## config.mk

```make
export PLATFORM = sky130hd
export DESIGN_NAME = npu_dout_axis_packer
export DESIGN_NICKNAME = d
export VERILOG_FILES = /design/src/rtl/npu_pkg.sv /design/src/rtl/npu_sync_fifo.sv /design/src/rtl/npu_dout_axis_packer.sv
export SDC_FILE = /design/constraint.sdc
export NUM_CORES = 1
export LEC_CHECK = 0
export ABC_AREA = 1
export BUFFER_PORTS_ARGS = -buffer_cell sky130_fd_sc_hd__buf_4
export CORE_UTILIZATION = 45
export CTS_CLUSTER_DIAMETER = 60
export CTS_CLUSTER_SIZE = 20
export DETAILED_ROUTE_END_ITERATION = 6
export GPL_ROUTABILITY_DRIVEN = 1
export PLACE_DENSITY = 0.7
export SYNTH_ARGS = -nofsm -noshare
export SYNTH_HDL_FRONTEND = slang
export SYNTH_SLANG_ARGS = --single-unit
```

## constraint.sdc

```tcl
create_clock -name clk -period 7.3 [get_ports clk]
set_input_delay 2.19 -clock clk [delete_from_list [all_inputs] [get_ports clk]]
set_output_delay 2.19 -clock clk [all_outputs]
set_load 0.05 [all_outputs]
```

## src/rtl/npu_pkg.sv

```systemverilog
// -----------------------------------------------------------------------------
// npu_pkg
//   Shared types and constants for the DOUT -> AXI-Stream packer.
//   - DOUT_WIDTH / LANE_WIDTH : ADC sample width and per-lane stream width
//   - STRB_FULL / STRB_TAIL   : tstrb for a two-sample beat / odd single-sample tail
//   - pk_state_t              : packer FSM states
//   - beat_t                  : one stream beat as stored in the beat FIFO
// -----------------------------------------------------------------------------
package npu_pkg;

    localparam int unsigned DOUT_WIDTH = 6;
    localparam int unsigned LANE_WIDTH = 8;

    localparam logic [1:0] STRB_FULL = 2'b11;
    localparam logic [1:0] STRB_TAIL = 2'b01;

    typedef enum logic [1:0] {
        PK_IDLE    = 2'd0,
        PK_COLLECT = 2'd1,
        PK_DRAIN   = 2'd2
    } pk_state_t;

    typedef struct packed {
        logic        tlast;
        logic [1:0]  tstrb;
        logic [15:0] tdata;
    } beat_t;

    function automatic logic [LANE_WIDTH-1:0] zext_sample(input logic [DOUT_WIDTH-1:0] s);
        return {{(LANE_WIDTH - DOUT_WIDTH){1'b0}}, s};
    endfunction

endpackage

```

## src/rtl/npu_sync_fifo.sv

```systemverilog
// -----------------------------------------------------------------------------
// npu_sync_fifo
//   Single-clock FIFO with flop storage. The head entry is read straight from
//   the storage flops, so an entry is visible on rd_data the cycle after it is
//   written. A write while full is accepted only if a read happens the same
//   cycle; otherwise it is ignored (the caller decides what that means).
// Ports
//   clk, rstn        : clock, async active-low reset (flushes the FIFO)
//   wr_en, wr_data   : write request and data
//   rd_en            : pop the head entry (ignored when empty)
//   rd_data          : head entry
//   full, empty      : occupancy flags
// -----------------------------------------------------------------------------
module npu_sync_fifo #(
    parameter int unsigned WIDTH = 19,
    parameter int unsigned DEPTH = 16
) (
    input  logic             clk,
    input  logic             rstn,
    input  logic             wr_en,
    input  logic [WIDTH-1:0] wr_data,
    input  logic             rd_en,
    output logic [WIDTH-1:0] rd_data,
    output logic             full,
    output logic             empty
);

    localparam int unsigned AW = $clog2(DEPTH);

    // Pointers carry one extra wrap bit to tell full from empty.
    logic [AW:0]      wr_ptr_q, wr_ptr_d;
    logic [AW:0]      rd_ptr_q, rd_ptr_d;
    logic [WIDTH-1:0] mem_q [DEPTH];
    logic             do_wr, do_rd;

    assign empty = (wr_ptr_q == rd_ptr_q);
    assign full  = (wr_ptr_q[AW] != rd_ptr_q[AW]) && (wr_ptr_q[AW-1:0] == rd_ptr_q[AW-1:0]);

    assign do_rd = rd_en && !empty;
    assign do_wr = wr_en && (!full || do_rd);

    always_comb begin
        wr_ptr_d = wr_ptr_q;
        rd_ptr_d = rd_ptr_q;
        if (do_wr) wr_ptr_d = wr_ptr_q + 1'b1;
        if (do_rd) rd_ptr_d = rd_ptr_q + 1'b1;
    end

    always_ff @(posedge clk or negedge rstn) begin
        if (!rstn) begin
            wr_ptr_q <= '0;
            rd_ptr_q <= '0;
        end else begin
            wr_ptr_q <= wr_ptr_d;
            rd_ptr_q <= rd_ptr_d;
        end
    end

    // Storage needs no reset: nothing is visible until a pointer moves.
    always_ff @(posedge clk) begin
        if (do_wr) mem_q[wr_ptr_q[AW-1:0]] <= wr_data;
    end

    assign rd_data = mem_q[rd_ptr_q[AW-1:0]];

endmodule

```

## src/rtl/npu_dout_axis_packer.sv

```systemverilog
// -----------------------------------------------------------------------------
// npu_dout_axis_packer
//   Packs 6-bit ADC DOUT samples two per 16-bit AXI-Stream beat, one frame per
//   start, tlast on the final beat. A beat FIFO absorbs host backpressure; the
//   ADC cannot be stalled, so a beat that finds the FIFO full is dropped and
//   the sticky overflow flag is raised.
// Ports
//   clk, rstn          : clock, async active-low reset
//   start, frame_len   : begin a frame of frame_len samples (0..MAX_NUM_BL)
//   sample_valid/data  : DOUT sample strobe and value
//   m00_axis_*         : AXI-Stream master (tdata[7:0] even sample, [15:8] odd)
//   busy               : frame in progress
//   done               : 1-cycle pulse once the tlast beat is accepted
//   overflow           : sticky, a beat was dropped; cleared by an accepted start
//   drop_cnt           : only with NPU_PACKER_DROPCNT_EN defined; saturating count
//                        of dropped beats, cleared by an accepted start
// -----------------------------------------------------------------------------
module npu_dout_axis_packer
    import npu_pkg::*;
#(
    parameter int unsigned AXIS_DATA_WIDTH = 16,
    parameter int unsigned MAX_NUM_BL      = 256,
    parameter int unsigned FIFO_DEPTH      = 16
) (
    input  logic                           clk,
    input  logic                           rstn,
    input  logic                           start,
    input  logic [$clog2(MAX_NUM_BL+1)-1:0] frame_len,
    input  logic                           sample_valid,
    input  logic [DOUT_WIDTH-1:0]          sample_data,
    output logic                           m00_axis_tvalid,
    output logic [AXIS_DATA_WIDTH-1:0]     m00_axis_tdata,
    output logic [AXIS_DATA_WIDTH/8-1:0]   m00_axis_tstrb,
    output logic                           m00_axis_tlast,
    input  logic                           m00_axis_tready,
    output logic                           busy,
    output logic                           done,
    output logic                           overflow
`ifdef NPU_PACKER_DROPCNT_EN
    ,
    output logic [15:0]                    drop_cnt
`endif
);

    localparam int unsigned CW = $clog2(MAX_NUM_BL + 1);

    pk_state_t       state_q, state_d;
    logic [CW-1:0]   cnt_q, cnt_d;
    logic [CW-1:0]   len_q, len_d;
    logic [LANE_WIDTH-1:0] low_q, low_d;
    logic            ovf_q, ovf_d;
    logic            done_q, done_d;

    beat_t           wr_beat, rd_beat;
    logic            beat_wr, beat_drop;
    logic            fifo_full, fifo_empty, fifo_rd;
    logic [CW-1:0]   cnt_next;
    logic            last_sample;

`ifdef NPU_PACKER_DROPCNT_EN
    logic [15:0]     drop_cnt_q, drop_cnt_d;
`endif

    assign fifo_rd   = !fifo_empty && m00_axis_tready;
    // A full FIFO still takes a write when the head is popped the same cycle.
    assign beat_drop = beat_wr && fifo_full && !fifo_rd;

    assign cnt_next    = cnt_q + 1'b1;
    assign last_sample = (cnt_next == len_q);

    always_comb begin
        state_d = state_q;
        cnt_d   = cnt_q;
        len_d   = len_q;
        low_d   = low_q;
        ovf_d   = ovf_q;
        done_d  = 1'b0;
        beat_wr = 1'b0;
        wr_beat = '0;

        unique case (state_q)
            PK_IDLE: begin
                if (start) begin
                    ovf_d = 1'b0;
                    if (frame_len == '0) begin
                        done_d = 1'b1;
                    end else begin
                        len_d   = frame_len;
                        cnt_d   = '0;
                        state_d = PK_COLLECT;
                    end
                end
            end
            PK_COLLECT: begin
                if (sample_valid) begin
                    cnt_d = cnt_next;
                    if (!cnt_q[0]) begin
                        low_d = zext_sample(sample_data);
                        if (last_sample) begin
                            beat_wr       = 1'b1;
                            wr_beat.tlast = 1'b1;
                            wr_beat.tstrb = STRB_TAIL;
                            wr_beat.tdata = {{LANE_WIDTH{1'b0}}, zext_sample(sample_data)};
                        end
                    end else begin
                        beat_wr       = 1'b1;
                        wr_beat.tlast = last_sample;
                        wr_beat.tstrb = STRB_FULL;
                        wr_beat.tdata = {zext_sample(sample_data), low_q};
                    end
                    if (last_sample) begin
                        // If the tlast beat itself is dropped there is nothing to
                        // wait for downstream, so the frame closes right away.
                        if (beat_drop) begin
                            done_d  = 1'b1;
                            state_d = PK_IDLE;
                        end else begin
                            state_d = PK_DRAIN;
                        end
                    end
                end
            end
            PK_DRAIN: begin
                // Earlier frames fully drained before IDLE, so any tlast seen
                // here belongs to the current frame.
                if (fifo_rd && rd_beat.tlast) begin
                    done_d  = 1'b1;
                    state_d = PK_IDLE;
                end
            end
            default: state_d = PK_IDLE;
        endcase

        if (beat_drop) ovf_d = 1'b1;
    end

`ifdef NPU_PACKER_DROPCNT_EN
    always_comb begin
        drop_cnt_d = drop_cnt_q;
        if (state_q == PK_IDLE && start) begin
            drop_cnt_d = '0;
        end else if (beat_drop && drop_cnt_q != 16'hFFFF) begin
            drop_cnt_d = drop_cnt_q + 16'd1;
        end
    end

    always_ff @(posedge clk or negedge rstn) begin
        if (!rstn) drop_cnt_q <= '0;
        else       drop_cnt_q <= drop_cnt_d;
    end

    assign drop_cnt = drop_cnt_q;
`endif

    always_ff @(posedge clk or negedge rstn) begin
        if (!rstn) begin
            state_q <= PK_IDLE;
            cnt_q   <= '0;
            len_q   <= '0;
            low_q   <= '0;
            ovf_q   <= 1'b0;
            done_q  <= 1'b0;
        end else begin
            state_q <= state_d;
            cnt_q   <= cnt_d;
            len_q   <= len_d;
            low_q   <= low_d;
            ovf_q   <= ovf_d;
            done_q  <= done_d;
        end
    end

    npu_sync_fifo #(
        .WIDTH ($bits(beat_t)),
        .DEPTH (FIFO_DEPTH)
    ) u_beat_fifo (
        .clk     (clk),
        .rstn    (rstn),
        .wr_en   (beat_wr),
        .wr_data (wr_beat),
        .rd_en   (fifo_rd),
        .rd_data (rd_beat),
        .full    (fifo_full),
        .empty   (fifo_empty)
    );

    // Head of the FIFO is the registered output stage; mask it while empty.
    assign m00_axis_tvalid = !fifo_empty;
    assign m00_axis_tdata  = fifo_empty ? '0 : rd_beat.tdata;
    assign m00_axis_tstrb  = fifo_empty ? '0 : rd_beat.tstrb;
    assign m00_axis_tlast  = !fifo_empty && rd_beat.tlast;

    assign busy     = (state_q != PK_IDLE);
    assign done     = done_q;
    assign overflow = ovf_q;

endmodule

```

==> flow_metrics.tcl <==
set metrics [dict create \
    stdcell_area_um2 13000 \
    htreeDepth 1 \
    placed_area_um2 12300 \
    synthArstFlopShare_pct 13.7 \
    synth_common_cells "edfxtp_1, nor2_1, nand2_1, o21ai_0, inv_1" \
    hp-class "register to register" \
    rr_startpoint "u_beat_fifo.rd_ptr_q[0]" \
    clock-root-buffer "clkbuf_16" \
    coreArea_um2 25300 \
    drc 0 \
    area_growth_pct 11.6 \
    crit_family "buffers and inverters" \
    cp_common_cell "buf_4" \
    worstSetupPathType "register to primary output" \
    rows 58 \
    die_h_um 163 \
    numPortBuffers 38 \
    synth_compound_area_share_pct 10.2 \
    routedWlPerCell_um 20.6 \
    gr-total-overflow 0 \
    path_max_fanout 53 \
    seqCellArea_um2 8170 \
    path_buf_inv 3 \
    yosys.area_share.simple_pct 12.9 \
    syn_inst 965 \
    cts_resized 0 \
    final_antenna_net_count 0 \
    syn_avg_cell_area_um2 12.1 \
    die_w_um 163 \
    synthFlopType "edfxtp_1" \
    utilization_pct 51.5 \
    worstMarginPinSlew_ns 1.18 \
    period_minus_slack_ns 5.64 \
    rsz0062_at_grt "no" \
    synth_seq_area_share_pct 69.8 \
    initial_core_util_pct 46.1 \
    grt_usage_pct 21.1 \
    maxCapViolCount 0 \
    vias 7656 \
    hold_buffers 0 \
    grt_pass1_vias 7154 \
    synth.mux.area_fraction_pct 1.80 \
    required_ns 5.11 \
    synth_seq_cells 278 \
    worst_path_largest_cell_delay_ns 0.66 \
    diodes 0 \
    synth-xor-area-share_pct 0.824 \
    relSlewSlack_pct 21.4 \
    yosysTopAreaCell "edfxtp_1" \
    cp.arrival_ns 3.45 \
    end_kind "primary output" \
    post_cts_buffers 0 \
    synth_top_family_by_area "simple AND/OR/NAND/NOR gates" \
    fmax_mhz 177 \
    viasPerCell 5.71 \
    cts-buffers-inserted 21 \
    grt_pass1_wl_um 41600 \
    yosysUniqueCellTypes 36 \
    hold_viol 0 \
    fin_crit_sh_pct 77.3 \
    drive_gt1_share_pct 12.0 \
    hp-start "u_beat_fifo.rd_ptr_q[4]" \
    cpMaxStageDelayCell "dfrtp_4" \
    place_hpwl_um 15800 \
    clkTransAtPathRegs_ns 0.08 \
    clock_latency_ns 0.52 \
    vdd_drop_max_mv 0.624 \
    fillCellCount 2181 \
    cp_cell_sequence "clkinv_2 -> buf_4 -> nor2_1 -> o221ai_1 -> nand3_1 -> a31oi_1 -> buf_4" \
    synth_edf_count 240 \
    num_io_pins 43 \
    fin_ws_ns 1.66 \
    synth_area_um2 11700 \
    setup-tns-final_ns 0 \
    dieArea_um2 26600 \
    yosys_warnings 0 \
    synth_top_area_share_pct 61.7 \
    grt_max_degree 93 \
    gp_congestion 0.840 \
    p_leak_nw 4.70 \
    cts.path.max_buffers 3 \
    synth_fa_ha_area_share_pct 0.642 \
    cts_tree "yes" \
    nNetsFinal 1022 \
    clock_skew_ns 0.0211 \
    antenna_found_initial 0 \
    crit_start "u_beat_fifo.rd_ptr_q[0]" \
    dpl_worst_slack_ns 2.05 \
    worstSetupStartpointType "register" \
    first_iter_violations 864 \
    status "completed" \
    setup_viol 0 \
    power_density_nw_per_um2 397 \
    multi_input_area_um2 3110 \
    first_pass_iters 7 \
    slew_violations 0 \
    synth_area_leaders "edfxtp_1, dfrtp_1, nor2_1, nand2_1, o21ai_0" \
    synth.most_common_cell "edfxtp_1" \
    wl_um 27600 \
    clock-sinks 278 \
]
-- cell families (layout without fill, tap and decap cells) --
group / Yosys count / count (layout)
and+or+nand+nor: 361 / 361
buffers and inverters: 104 / 146
adders and majority gates: 6 / 6
AOI/OAI and AO/OA: 183 / 183
xor gates and xnor gates: 11 / 11
DFF: 278 / 278
other: 1 / 4
muxes: 21 / 21
-- worst paths after layout --
check	end	slack, ns	depth (start not counted)
worst max-delay path	m00_axis_tdata[3]	1.66	7
min in group asynchronous	u_beat_fifo.wr_ptr_q[2]	1.64	1
worst max register to register	u_beat_fifo.mem_q[5][13]	3.19	11
worst min register to register	u_beat_fifo.rd_ptr_q[4]	0.49	1
max in group asynchronous	u_beat_fifo.rd_ptr_q[0]	5.28	1
worst min-delay path	u_beat_fifo.rd_ptr_q[4]	0.49	1
-- through the flow --
step	power [W]	std cells	hold WS, ns
2_1_floorplan	0.00342	968	0.453
3_3_place_gp	0.00394	1303	0.468
3_5_place_dp	0.00398	1303	0.478
4_1_cts	0.00519	1340	0.493
5_1_grt	0.00543	1340	0.514
6_report	0.00518	1340	0.489
-- placed cells by master (no fill, tap or decap), types with 35 or more instances in the layout --
| cell | instances |
|---|---|
| o32ai_1 | 35 |
| nand3_1 | 35 |
| nand2_1 | 121 |
| dfrtp_1 | 36 |
| o21ai_0 | 90 |
| buf_4 | 58 |
| nor2_1 | 173 |
| edfxtp_1 | 240 |
| inv_1 | 44 |
-- area by class of cell --
type                       count  share of cell area, %
sequential                   278                   62.6
multi-input combinational    586                   23.8
clock buffer                  24                   4.11
timing repair buffer          58                   3.34
tap                          330                   3.17
clock inverter                13                   1.50
inverter                      51                   1.48
-- routing by layer --
layer	track usage (%)	vias up	routed length, um
met5	0	-	0
met4	6.80	0	751
met2	32.3	328	12500
li1	-	3526	-
met1	30.0	3747	11900
met3	4.39	55	2460
-- worst reg2reg max path, cell delays in order, from the launching register on --
cell and delay (ns):
dfrtp_4 0.69, clkinv_2 0.73, nand2_1 0.22, a21oi_1 0.11, nand3_1 0.14, nand2_1 0.14
nand2_1 0.13, inv_2 0.07, nor2_4 0.30, nand2_1 0.17, nor2_1 0.75, buf_4 0.36
-- power by group --
part           switching, W  internal (W)
clock network      0.000572      0.000657
registers          0.000143       0.00186
logic               0.00138      0.000573
total               0.00209       0.00309
-- registers in the layout (all words and copies together) (netlist names) --
signal,cells
u_beat_fifo.mem_q,240
cnt_q,9
len_q,9
low_q,6
u_beat_fifo.rd_ptr_q,5
u_beat_fifo.wr_ptr_q,5
state_q,2
done,1
overflow,1
No activity file was read; power rests on OpenSTA's default activity.
